===== config.mk =====
export PLATFORM = sky130hd
export DESIGN_NAME = uart_rx
export DESIGN_NICKNAME = d
export VERILOG_FILES = /design/src/rtl/uart_rx_pkg.sv /design/src/rtl/uart_rx_sync.sv /design/src/rtl/uart_rx.sv
export SDC_FILE = /design/constraint.sdc
export NUM_CORES = 1
export LEC_CHECK = 0
export ABC_AREA = 1
export BUFFER_PORTS_ARGS = -buffer_cell sky130_fd_sc_hd__buf_2
export CELL_PAD_IN_SITES_DETAIL_PLACEMENT = 1
export CELL_PAD_IN_SITES_GLOBAL_PLACEMENT = 2
export CORE_UTILIZATION = 34
export CTS_BUF_LIST = sky130_fd_sc_hd__clkbuf_8 sky130_fd_sc_hd__clkbuf_16
export CTS_CLUSTER_DIAMETER = 100
export DETAILED_ROUTE_END_ITERATION = 8
export PLACE_DENSITY = 0.83
export SYNTH_ARGS = -nofsm -noshare
export SYNTH_HDL_FRONTEND = slang
export SYNTH_HIERARCHICAL = 1
export SYNTH_SLANG_ARGS = --single-unit

===== constraint.sdc =====
create_clock -name clk -period 2.1 [get_ports clk]
set_clock_uncertainty 0.15 [all_clocks]
set_input_delay 0.21 -clock clk [delete_from_list [all_inputs] [get_ports clk]]
set_output_delay 0.21 -clock clk [all_outputs]
set_load 0.005 [all_outputs]

===== src/rtl/uart_rx_pkg.sv =====
// Shared definitions for the UART receive path: FSM state encodings, default baud divisor, data width.
// The optional even-parity frame format is enabled by defining UART_RX_PARITY_EN.
package uart_rx_pkg;

    localparam int CLKS_PER_BIT_9600 = 5000;
    localparam int DATA_BITS         = 8;

    typedef enum logic [2:0] {
        ST_IDLE      = 3'd0,
        ST_START     = 3'd1,
        ST_DATA      = 3'd2,
        ST_PARITY    = 3'd3,
        ST_STOP      = 3'd4,
        ST_WAIT_HIGH = 3'd5
    } rx_state_t;

    // Even parity: the parity bit that makes the total count of ones even.
    function automatic logic even_parity(input logic [DATA_BITS-1:0] d);
        return ^d;
    endfunction

endpackage


===== src/rtl/uart_rx_sync.sv =====
// Two-flop synchronizer for the asynchronous serial line; resets to the idle (high) level.
module uart_rx_sync (
    input  logic clk,
    input  logic rst,
    input  logic rx_in,
    output logic rx_s
);

    logic [1:0] sync_reg;

    always_ff @(posedge clk) begin
        if (rst) begin
            sync_reg <= 2'b11;
        end else begin
            sync_reg <= {sync_reg[0], rx_in};
        end
    end

    assign rx_s = sync_reg[1];

endmodule


===== src/rtl/uart_rx.sv =====
// UART receiver, LSB first, mid-bit sampling, valid/ready output with overrun/frame/parity flags.
// Define UART_RX_PARITY_EN for start + 8 data + even parity + stop; otherwise plain 8N1.
module uart_rx
    import uart_rx_pkg::*;
#(
    parameter int CLKS_PER_BIT = CLKS_PER_BIT_9600
) (
    input  logic       clk,
    input  logic       rst,
    input  logic       rx_in,
    output logic [7:0] rx_data,
    output logic       rx_valid,
    input  logic       rx_ready,
    output logic       frame_err,
    output logic       parity_err,
    output logic       overrun
);

    localparam logic [15:0] HALF_LOAD = 16'(CLKS_PER_BIT / 2 - 1);
    localparam logic [15:0] FULL_LOAD = 16'(CLKS_PER_BIT - 1);
    localparam logic [2:0]  LAST_IDX  = 3'(DATA_BITS - 1);

    logic rx_s;

    rx_state_t            state_reg,      state_next;
    logic [15:0]          bit_cnt_reg,    bit_cnt_next;
    logic [2:0]           bit_idx_reg,    bit_idx_next;
    logic [DATA_BITS-1:0] shift_reg,      shift_next;
    logic [7:0]           rx_data_reg,    rx_data_next;
    logic                 rx_valid_reg,   rx_valid_next;
    logic                 frame_err_reg,  frame_err_next;
    logic                 overrun_reg,    overrun_next;
`ifdef UART_RX_PARITY_EN
    logic                 parity_err_reg, parity_err_next;
    logic                 par_bad_reg,    par_bad_next;
`endif

    uart_rx_sync u_sync (
        .clk   (clk),
        .rst   (rst),
        .rx_in (rx_in),
        .rx_s  (rx_s)
    );

    always_ff @(posedge clk) begin
        if (rst) begin
            state_reg      <= ST_IDLE;
            bit_cnt_reg    <= '0;
            bit_idx_reg    <= '0;
            shift_reg      <= '0;
            rx_data_reg    <= '0;
            rx_valid_reg   <= 1'b0;
            frame_err_reg  <= 1'b0;
            overrun_reg    <= 1'b0;
`ifdef UART_RX_PARITY_EN
            parity_err_reg <= 1'b0;
            par_bad_reg    <= 1'b0;
`endif
        end else begin
            state_reg      <= state_next;
            bit_cnt_reg    <= bit_cnt_next;
            bit_idx_reg    <= bit_idx_next;
            shift_reg      <= shift_next;
            rx_data_reg    <= rx_data_next;
            rx_valid_reg   <= rx_valid_next;
            frame_err_reg  <= frame_err_next;
            overrun_reg    <= overrun_next;
`ifdef UART_RX_PARITY_EN
            parity_err_reg <= parity_err_next;
            par_bad_reg    <= par_bad_next;
`endif
        end
    end

    always_comb begin
        state_next      = state_reg;
        bit_cnt_next    = bit_cnt_reg;
        bit_idx_next    = bit_idx_reg;
        shift_next      = shift_reg;
        rx_data_next    = rx_data_reg;
        rx_valid_next   = rx_valid_reg;
        frame_err_next  = 1'b0;
        overrun_next    = 1'b0;
`ifdef UART_RX_PARITY_EN
        parity_err_next = 1'b0;
        par_bad_next    = par_bad_reg;
`endif

        // A byte load later in this block overrides the clear, so accept+load keeps valid high.
        if (rx_valid_reg && rx_ready) begin
            rx_valid_next = 1'b0;
        end

        case (state_reg)
            ST_IDLE: begin
                if (!rx_s) begin
                    bit_cnt_next = HALF_LOAD;
                    state_next   = ST_START;
                end
            end

            ST_START: begin
                if (bit_cnt_reg == 16'd0) begin
                    if (rx_s) begin
                        state_next = ST_IDLE;
                    end else begin
                        bit_cnt_next = FULL_LOAD;
                        bit_idx_next = '0;
`ifdef UART_RX_PARITY_EN
                        par_bad_next = 1'b0;
`endif
                        state_next   = ST_DATA;
                    end
                end else begin
                    bit_cnt_next = bit_cnt_reg - 16'd1;
                end
            end

            ST_DATA: begin
                if (bit_cnt_reg == 16'd0) begin
                    shift_next   = {rx_s, shift_reg[DATA_BITS-1:1]};
                    bit_cnt_next = FULL_LOAD;
                    if (bit_idx_reg == LAST_IDX) begin
`ifdef UART_RX_PARITY_EN
                        state_next = ST_PARITY;
`else
                        state_next = ST_STOP;
`endif
                    end else begin
                        bit_idx_next = bit_idx_reg + 3'd1;
                    end
                end else begin
                    bit_cnt_next = bit_cnt_reg - 16'd1;
                end
            end

`ifdef UART_RX_PARITY_EN
            ST_PARITY: begin
                if (bit_cnt_reg == 16'd0) begin
                    par_bad_next = rx_s ^ even_parity(shift_reg);
                    bit_cnt_next = FULL_LOAD;
                    state_next   = ST_STOP;
                end else begin
                    bit_cnt_next = bit_cnt_reg - 16'd1;
                end
            end
`endif

            ST_STOP: begin
                if (bit_cnt_reg == 16'd0) begin
                    if (rx_s) begin
                        state_next = ST_IDLE;
`ifdef UART_RX_PARITY_EN
                        if (par_bad_reg) begin
                            parity_err_next = 1'b1;
                        end else begin
                            rx_data_next  = shift_reg;
                            rx_valid_next = 1'b1;
                            overrun_next  = rx_valid_reg && !rx_ready;
                        end
`else
                        rx_data_next  = shift_reg;
                        rx_valid_next = 1'b1;
                        overrun_next  = rx_valid_reg && !rx_ready;
`endif
                    end else begin
                        frame_err_next = 1'b1;
                        state_next     = ST_WAIT_HIGH;
                    end
                end else begin
                    bit_cnt_next = bit_cnt_reg - 16'd1;
                end
            end

            // A held-low line (break) must return high before another start bit is hunted.
            ST_WAIT_HIGH: begin
                if (rx_s) begin
                    state_next = ST_IDLE;
                end
            end

            default: begin
                state_next = ST_IDLE;
            end
        endcase
    end

    assign rx_data   = rx_data_reg;
    assign rx_valid  = rx_valid_reg;
    assign frame_err = frame_err_reg;
    assign overrun   = overrun_reg;
`ifdef UART_RX_PARITY_EN
    assign parity_err = parity_err_reg;
`else
    assign parity_err = 1'b0;
`endif

endmodule

# Word level (Yosys, flattened, before mapping)
# Index checks and enable logic that the tools add are counted.
# totals
regBits	43
inputBits	4
output_inout_bits	12
wordCells	68
# op_classes
add_sub_neg	2
eq_ne	15
mux	25
n_bitwise	3
reduce_logical	14
# ops
op	count
16-bit 2-to-1 mux	5
16-bit one-hot mux with 4 select lines	1
3-bit 2-to-1 mux	11
16-bit logical NOT	1
2-bit inequality test, second input constant	8
16-bit by 1-bit subtractor with 16-bit output, second input constant	1
3-bit one-hot mux with 5 select lines	1
3-bit == test, second input constant	3
3-bit one-hot mux with 2 select lines	1
6-bit AND reduction	1
1-bit 2-to-1 mux	5
5-bit AND reduction	1
4-bit AND reduction	1
4-bit nonzero test	1
4-bit OR reduction	1
3-bit by 1-bit adder with 3-bit output, second input constant	1
3-bit by 1-bit == test with 1-bit output, second input constant	1
3-bit by 2-bit == test with 1-bit output, second input constant	1
3-bit logical NOT	1
3-bit inequality test, second input constant	1
1-bit inverter	3
3-bit AND reduction	1
3-bit OR reduction	1
1-bit logical AND	2
5 further kinds	5

# Longest topological paths before layout
# Gate-level depths: netlist of the first run.
# depth
word_depth	5
mapped_depth	12
depth_no_buf	12

# Hierarchy
# Netlist of the first run, hierarchy kept.
# modules_own_cells
mod	n_inst	cells_per_inst	area_per_inst_um2	seq_area_each_um2
uart_rx	1	300	2134.5	820.8
uart_rx_sync	1	7	58.8	40.0

# Worst setup path before layout of the first run
# OpenSTA, ideal clock, no wires.
# synth_timing
kind	reg-to-reg
from	reg bit_cnt_reg[0]
to	reg bit_cnt_reg[8]
setup_ns	0.117
t_arrival_ns	1.343
t_required_ns	1.833
path_slack_ns	0.490
stages_incl_launch_ff	11
n_path_buf	1
period_less_slack_ns	1.610
path_cell_list	dfxtp_1 > inv_1 > ha_1 > nand2_1 > nor2_4 > nand3_4 > nor2_2 > nor2_4 > buf_6 > o21ai_1 > nor2_1
# synth_via
elab_chain_len	3
word_cells_on_any_way	9
classes_between	add/sub: 1; eq/ne: 2; mux: 4; reduce/logical: 2
# synth_lines
item	line_no	text
from (decl)	uart_rx.sv:26	logic [15:0] bit_cnt_reg, bit_cnt_next;
from (signal assigned)	uart_rx.sv:61	bit_cnt_reg <= bit_cnt_next;
16-bit by 1-bit subtractor with 16-bit output or 16-bit logical NOT (tied branches)	--	
16-bit 2-to-1 mux (tied with other cells)	uart_rx.sv:150	if (bit_cnt_reg == 16'd0) begin
16-bit one-hot mux with 4 select lines or 4-bit AND reduction (tied branches)	--	
# Several ways; a longest one is shown, not always the timed one. The select of a mux whose other input is x is not followed.
# A chain may end at the register's enable or synchronous reset.

# Worst setup path in the final report of the first run
# layout_timing
from	reg bit_cnt_reg[0]
to	reg rx_data_reg[7] (netlist: rx_data[7])
# layout_via
elab_chain_len	2
# layout_lines
item	line_no	text
16-bit logical NOT	uart_rx.sv:150	
3-bit AND reduction (no source line)	--	
to (signal assigned)	uart_rx.sv:64	rx_data_reg <= rx_data_next;
to (decl)	uart_rx.sv:29	logic [7:0] rx_data_reg, rx_data_next;
# No other way between the ends.

==> results.json, run 1 <==
{
  "wl_microns": 5650,
  "start_util_pct": 36.2,
  "yosys_warnings": 6,
  "ctsLongestPathBuffers": 2,
  "hold_viol": 0,
  "max_cap_viol_count": 0,
  "min-delay-start": "rst",
  "worstPathMaxFanout": 6,
  "synthesis.nets": 315,
  "place_congestion": 0.790,
  "yosysMostFrequentCell": "nand2_1",
  "ios": 16,
  "r2r_start": "bit_cnt_reg[0]$_SDFFE_PP0P_",
  "crit_arrival_ns": 1.95,
  "synth_area_leader_cell": "dfxtp_1",
  "grt_max_degree": 22,
  "hpwl_microns": 4310,
  "ant_nets": 0,
  "cts_buffers": 5,
  "die_area_sq_um": 6780,
  "viasPerCell": 4.91,
  "drt_pass1_iterations": 4,
  "path_class": "flip-flop to flip-flop",
  "antennaDiodeCount": 0,
  "avgSynthCellArea_sq_um": 7.14,
  "dpl.cell_count": 399,
  "syn-cell-area_sq_um": 2190,
  "stdcell_count": 409,
  "grt_pass1_wl_microns": 9740,
  "netlist_top_cells_area": "dfxtp_1, nand2_1, a21oi_1, inv_1, nor2_1",
  "cp-end-kind": "flip-flop",
  "clockRootBuffer": "clkbuf_8",
  "netlist_instances": 307,
  "async_reset_ff_share_pct": 0,
  "fmax_ghz": 0.536,
  "yosys.cell_types.count": 29,
  "fin_tns_setup_ns": 0,
  "synth_top_cell_area_share_pct": 39.2,
  "floorplan.core_area_sq_um": 6060,
  "fin_ws_ns": 0.235,
  "grt_pass1_vias": 1991,
  "clk_latency_ns": 0.31,
  "synth_seq_cells": 43,
  "vias": 2009,
  "rows": 28,
  "post-route-period-util_pct": 88.8,
  "p_per_area_nw_per_um2": 1490,
  "cts_tree": "done",
  "die_h_microns": 82.3,
  "multi_input_area_sq_um": 1110,
  "synth_ff_type": "dfxtp_1",
  "ys_top_cells_by_count": "nand2_1, dfxtp_1, inv_1",
  "drt_iter0_drc": 78,
  "htreeDepth": 2,
  "rsz0062_at_grt": "no",
  "clk_pin_slew_ns": 0.09,
  "largest_reg_flops": 16,
  "crit_path_start_kind": "flip-flop",
  "outcome": "completed",
  "drive_gt1_share_pct": 20.4,
  "leakagePower_nw": 1.17,
  "drt-wirelength-per-cell_microns": 13.8,
  "numPortBuffers": 14,
  "grt_usage_pct": 19.3,
  "synth_edf_count": 0,
  "period_minus_slack_ns": 1.86,
  "antenna_found_initial": 0,
  "drv_slew": 0,
  "hp-class": "input pin to flip-flop",
  "cp-startpoint": "bit_cnt_reg[0]$_SDFFE_PP0P_",
  "grt-ovfl-total": 0,
  "pre_cts_ws_ns": 0.230,
  "cp.required_ns": 2.18,
  "fill_cells": 803,
  "cts_sinks": 43,
  "setup_viol": 0,
  "cts_resized": 0,
  "yosysSeqAreaShare_pct": 39.2,
  "drcViolationCount": 0,
  "regArea_sq_um": 861,
  "dieWidth_microns": 82.3,
  "ir_drop_mv": 0.647,
  "area_growth_pct": 14.9,
  "layout.nets": 341
}
layer usage:
metal	track usage (%)	vias to the layer above	wire length [microns]	share of wire (%)
li1	-	1040	-	-
met1	26.8	939	2850	50
met2	30.0	25	2540	45
met3	4.07	5	208	3.7
met4	5.09	0	59	1.0
met5	0	-	0	0
final cells by class:
cell class | instances | share of cell area [%]
Tap cell | 75 | 3.72
Timing Repair Buffer | 26 | 6.55
Multi-Input combinational cell | 211 | 44.1
Clock buffer | 5 | 2.73
Clock inverter | 3 | 1.89
Sequential cell | 43 | 34.2
Inverter | 46 | 6.85
critical path: stages (launching register included):
cell     delay (ns)
dfxtp_1        0.33
inv_1          0.08
ha_1           0.20
nand2_1        0.11
nor2_4         0.18
nand3_4        0.12
nor3_4         0.23
buf_4          0.20
o21ai_0        0.07
a21oi_1        0.12
cell families after synthesis:
group | after synthesis | share of synthesized area (%)
simple gates | 140 | 31.9
xor+xnor | 4 | 1.60
flops | 43 | 39.2
other cells | 1 | 0.171
buf+inv | 53 | 10.1
compound gates | 62 | 14.7
fa+ha+maj | 4 | 2.28
final timing paths:
kind / cells after the start / slack, ns / endpoint
worst min register to register: 2 / 0.27 / u_sync/sync_reg[1]$_SDFF_PP1_
worst max register to register: 9 / 0.24 / rx_data[7]$_SDFFE_PP0P_
worst max-delay path: 9 / 0.24 / rx_data[7]$_SDFFE_PP0P_
worst min-delay path: 2 / 0.11 / state_reg[2]$_SDFFE_PP0P_
layout by cell type, fill, tap and decap left out, drive strengths merged, types with 2 or more instances in the layout:
master	instances
nand2	58
clkbuf	5
xor2	3
a21oi	30
buf	24
nor3	7
inv	47
nand3b	3
dfxtp	43
nor2	46
o21ai	31
ha	4
nand3	19
nand4	6
dlygate4sd3	2
power by group:
part	switching (mW)	internal, mW	leakage, nW
Sequential	0.136	0.970	0.350
Combinational	1.30	0.668	0.765
Clock	0.321	0.361	0.0587
timing repair:
| action | CTS | global route |
|---|---|---|
| hold buffers | 2 | 0 |
| hold endpoints to repair | 2 | 0 |
| setup endpoints to repair | 0 | 0 |
| buffers inserted | 0 | 0 |
stage by stage:
step	power, mW	instance area, sq um	util (%)	hold WS, ns
2_1_floorplan	2.61	2190	-	0.138
3_3_place_gp	3.07	2380	39.3	0.233
3_5_place_dp	3.10	2380	39.3	0.241
4_1_cts	3.81	2520	41.6	0.111
5_1_grt	4.12	2520	41.6	0.102
6_report	3.76	2520	41.6	0.113
No activity file was read; power rests on OpenSTA's default activity.
==> inputs of run 2 (changes only) <==
--- a/config.mk
+++ b/config.mk
@@ -6,13 +6,13 @@
 export NUM_CORES = 1
 export LEC_CHECK = 0
 export ABC_AREA = 1
-export BUFFER_PORTS_ARGS = -buffer_cell sky130_fd_sc_hd__buf_2
 export CELL_PAD_IN_SITES_DETAIL_PLACEMENT = 1
 export CELL_PAD_IN_SITES_GLOBAL_PLACEMENT = 2
-export CORE_UTILIZATION = 34
+export CORE_UTILIZATION = 36
 export CTS_BUF_LIST = sky130_fd_sc_hd__clkbuf_8 sky130_fd_sc_hd__clkbuf_16
 export CTS_CLUSTER_DIAMETER = 100
 export DETAILED_ROUTE_END_ITERATION = 8
+export DONT_BUFFER_PORTS = 1
 export PLACE_DENSITY = 0.83
 export SYNTH_ARGS = -nofsm -noshare
 export SYNTH_HDL_FRONTEND = slang
==> results.json, run 2 (synthesis gave the netlist of run 1 again) <==
{
  "ios": 16,
  "clockRootBuffer": "clkbuf_8",
  "drcViolationCount": 0,
  "hpwl_microns": 4180,
  "drive_gt1_share_pct": 16.3,
  "leakagePower_nw": 1.08,
  "crit_slowest_cell": "dfxtp_1",
  "endpoint": "rx_data[7]$_SDFFE_PP0P_",
  "hold_viol": 0,
  "ir_drop_mv": 0.477,
  "cts_buffers": 5,
  "worst_slew_pin_slew_ns": 0.546,
  "p_per_area_nw_per_um2": 1490,
  "grt-ovfl-total": 0,
  "worst_r2r_path_depth": 9,
  "fin_tns_setup_ns": 0,
  "crit_arrival_ns": 1.92,
  "grt_pass1_vias": 1972,
  "final_cell_mix": "nand2_1, dfxtp_1, inv_1",
  "min-delay-start": "rst",
  "layout_commonest_cell": "nand2_1",
  "cts_tree": "done",
  "total_power_mw": 3.61,
  "outcome": "completed",
  "cp_cell_sequence": "inv_1 > ha_1 > nand2_1 > nor2_4 > nand3_4 > nor3_4 > buf_4 > o21ai_0 > a21oi_1",
  "ctsLongestPathBuffers": 2,
  "final_cell_area_sq_um": 2420,
  "clk_pin_slew_ns": 0.09,
  "place_congestion": 0.786,
  "period_minus_slack_ns": 1.85,
  "clk_latency_ns": 0.30,
  "area_growth_pct": 10.5,
  "wl_microns": 5460,
  "die_h_microns": 80.1,
  "cts_sinks": 43,
  "cp-end-kind": "flip-flop",
  "grt_max_degree": 21,
  "numPortBuffers": 0,
  "antennaDiodeCount": 0,
  "rows": 28,
  "grt_usage_pct": 18.5,
  "path_class": "flip-flop to flip-flop",
  "worstPathMaxFanout": 14,
  "viasPerCell": 4.81,
  "post-route-period-util_pct": 88.1,
  "drt_iter0_drc": 68,
  "ant_nets": 0,
  "drt_pass1_iterations": 4,
  "floorplan.core_area_sq_um": 5890,
  "grt_pass1_wl_microns": 9090,
  "cp.required_ns": 2.17,
  "crit_path_start_kind": "flip-flop",
  "dieWidth_microns": 80.1,
  "max_cap_viol_count": 0,
  "cp-startpoint": "bit_cnt_reg[0]$_SDFFE_PP0P_",
  "fmax_ghz": 0.541,
  "dpl-instance-area_sq_um": 2300,
  "reg2reg_slack_ns": 0.25,
  "slew_headroom_pct": 63.5,
  "die_area_sq_um": 6410,
  "cts_resized": 0,
  "r2r_end": "rx_data[7]$_SDFFE_PP0P_",
  "start_util_pct": 37.3,
  "drt-wirelength-per-cell_microns": 13.8,
  "htreeDepth": 2,
  "layout.nets": 326,
  "largest_reg_flops": 16,
  "r2r_start": "bit_cnt_reg[0]$_SDFFE_PP0P_",
  "setup_viol": 0,
  "hp-class": "input pin to flip-flop",
  "rsz0062_at_grt": "no",
  "whs_ns": 0.0219,
  "drv_slew": 0,
  "antenna_found_initial": 0,
  "vias": 1897,
  "crit_path_max_incr_delay_ns": 0.34
}
## run 2: stage by stage
step	util (%)	setup WS [ns]	instances
after CTS	41.2	0.235	394
final	41.2	0.250	394
after floorplan	-	0.490	307
after detailed placement	39.1	0.255	383
after global routing	41.2	0.0494	394
after global placement	39.1	0.281	383
## run 2: area by class of cell
cell class | count | area [sq um]
Fill cell | 754 | 3460
Multi-Input combinational cell | 211 | 1110
Sequential cell | 43 | 861
Inverter | 46 | 173
Tap cell | 75 | 93.8
Timing Repair Buffer | 11 | 90.1
Clock buffer | 5 | 68.8
Clock inverter | 3 | 26.3
## run 2: metal layers
layer / track usage, % / routed length, microns
met1: 23.4 / 2690
met3: 3.86 / 127
met4: 3.21 / 21
met5: 0 / 0
met2: 32.6 / 2620
## run 2: worst max-delay path: cells and delay by family (launching register included)
| kind | cells | cell delay, ns |
|---|---|---|
| simple gates | 4 | 0.51 |
| flops | 1 | 0.34 |
| compound gates | 2 | 0.26 |
| fa+ha+maj | 1 | 0.19 |
| buf+inv | 2 | 0.30 |
## run 2: power by group
part           switching, mW  internal (mW)  total, mW
Clock                  0.320          0.245      0.565
Sequential             0.149          0.970       1.12
Combinational           1.27          0.660       1.93
Total                   1.74           1.87       3.61
## run 2: worst min path at each step
| stage | to | slack [ns] | cells past startpoint |
|---|---|---|---|
| floorplan | frame_err$_SDFF_PP0_ | 0.14 | 1 |
| global placement | state_reg[1]$_SDFFE_PP0P_ | 0.13 | 1 |
| global route | state_reg[0]$_SDFFE_PP0P_ | 0.04 | 3 |
| CTS | state_reg[0]$_SDFFE_PP0P_ | 0.02 | 3 |
| detailed placement | bit_idx_reg[1]$_SDFFE_PP0P_ | 0.13 | 1 |
| finish | state_reg[0]$_SDFFE_PP0P_ | 0.02 | 3 |
## run 2: what timing repair did
action / 4_1_cts / 5_1_grt
buffers inserted: 0 / 0
hold buffers: 3 / 0
endpoints found under the setup margin: 0 / 0
endpoints found under the hold margin: 13 / 0
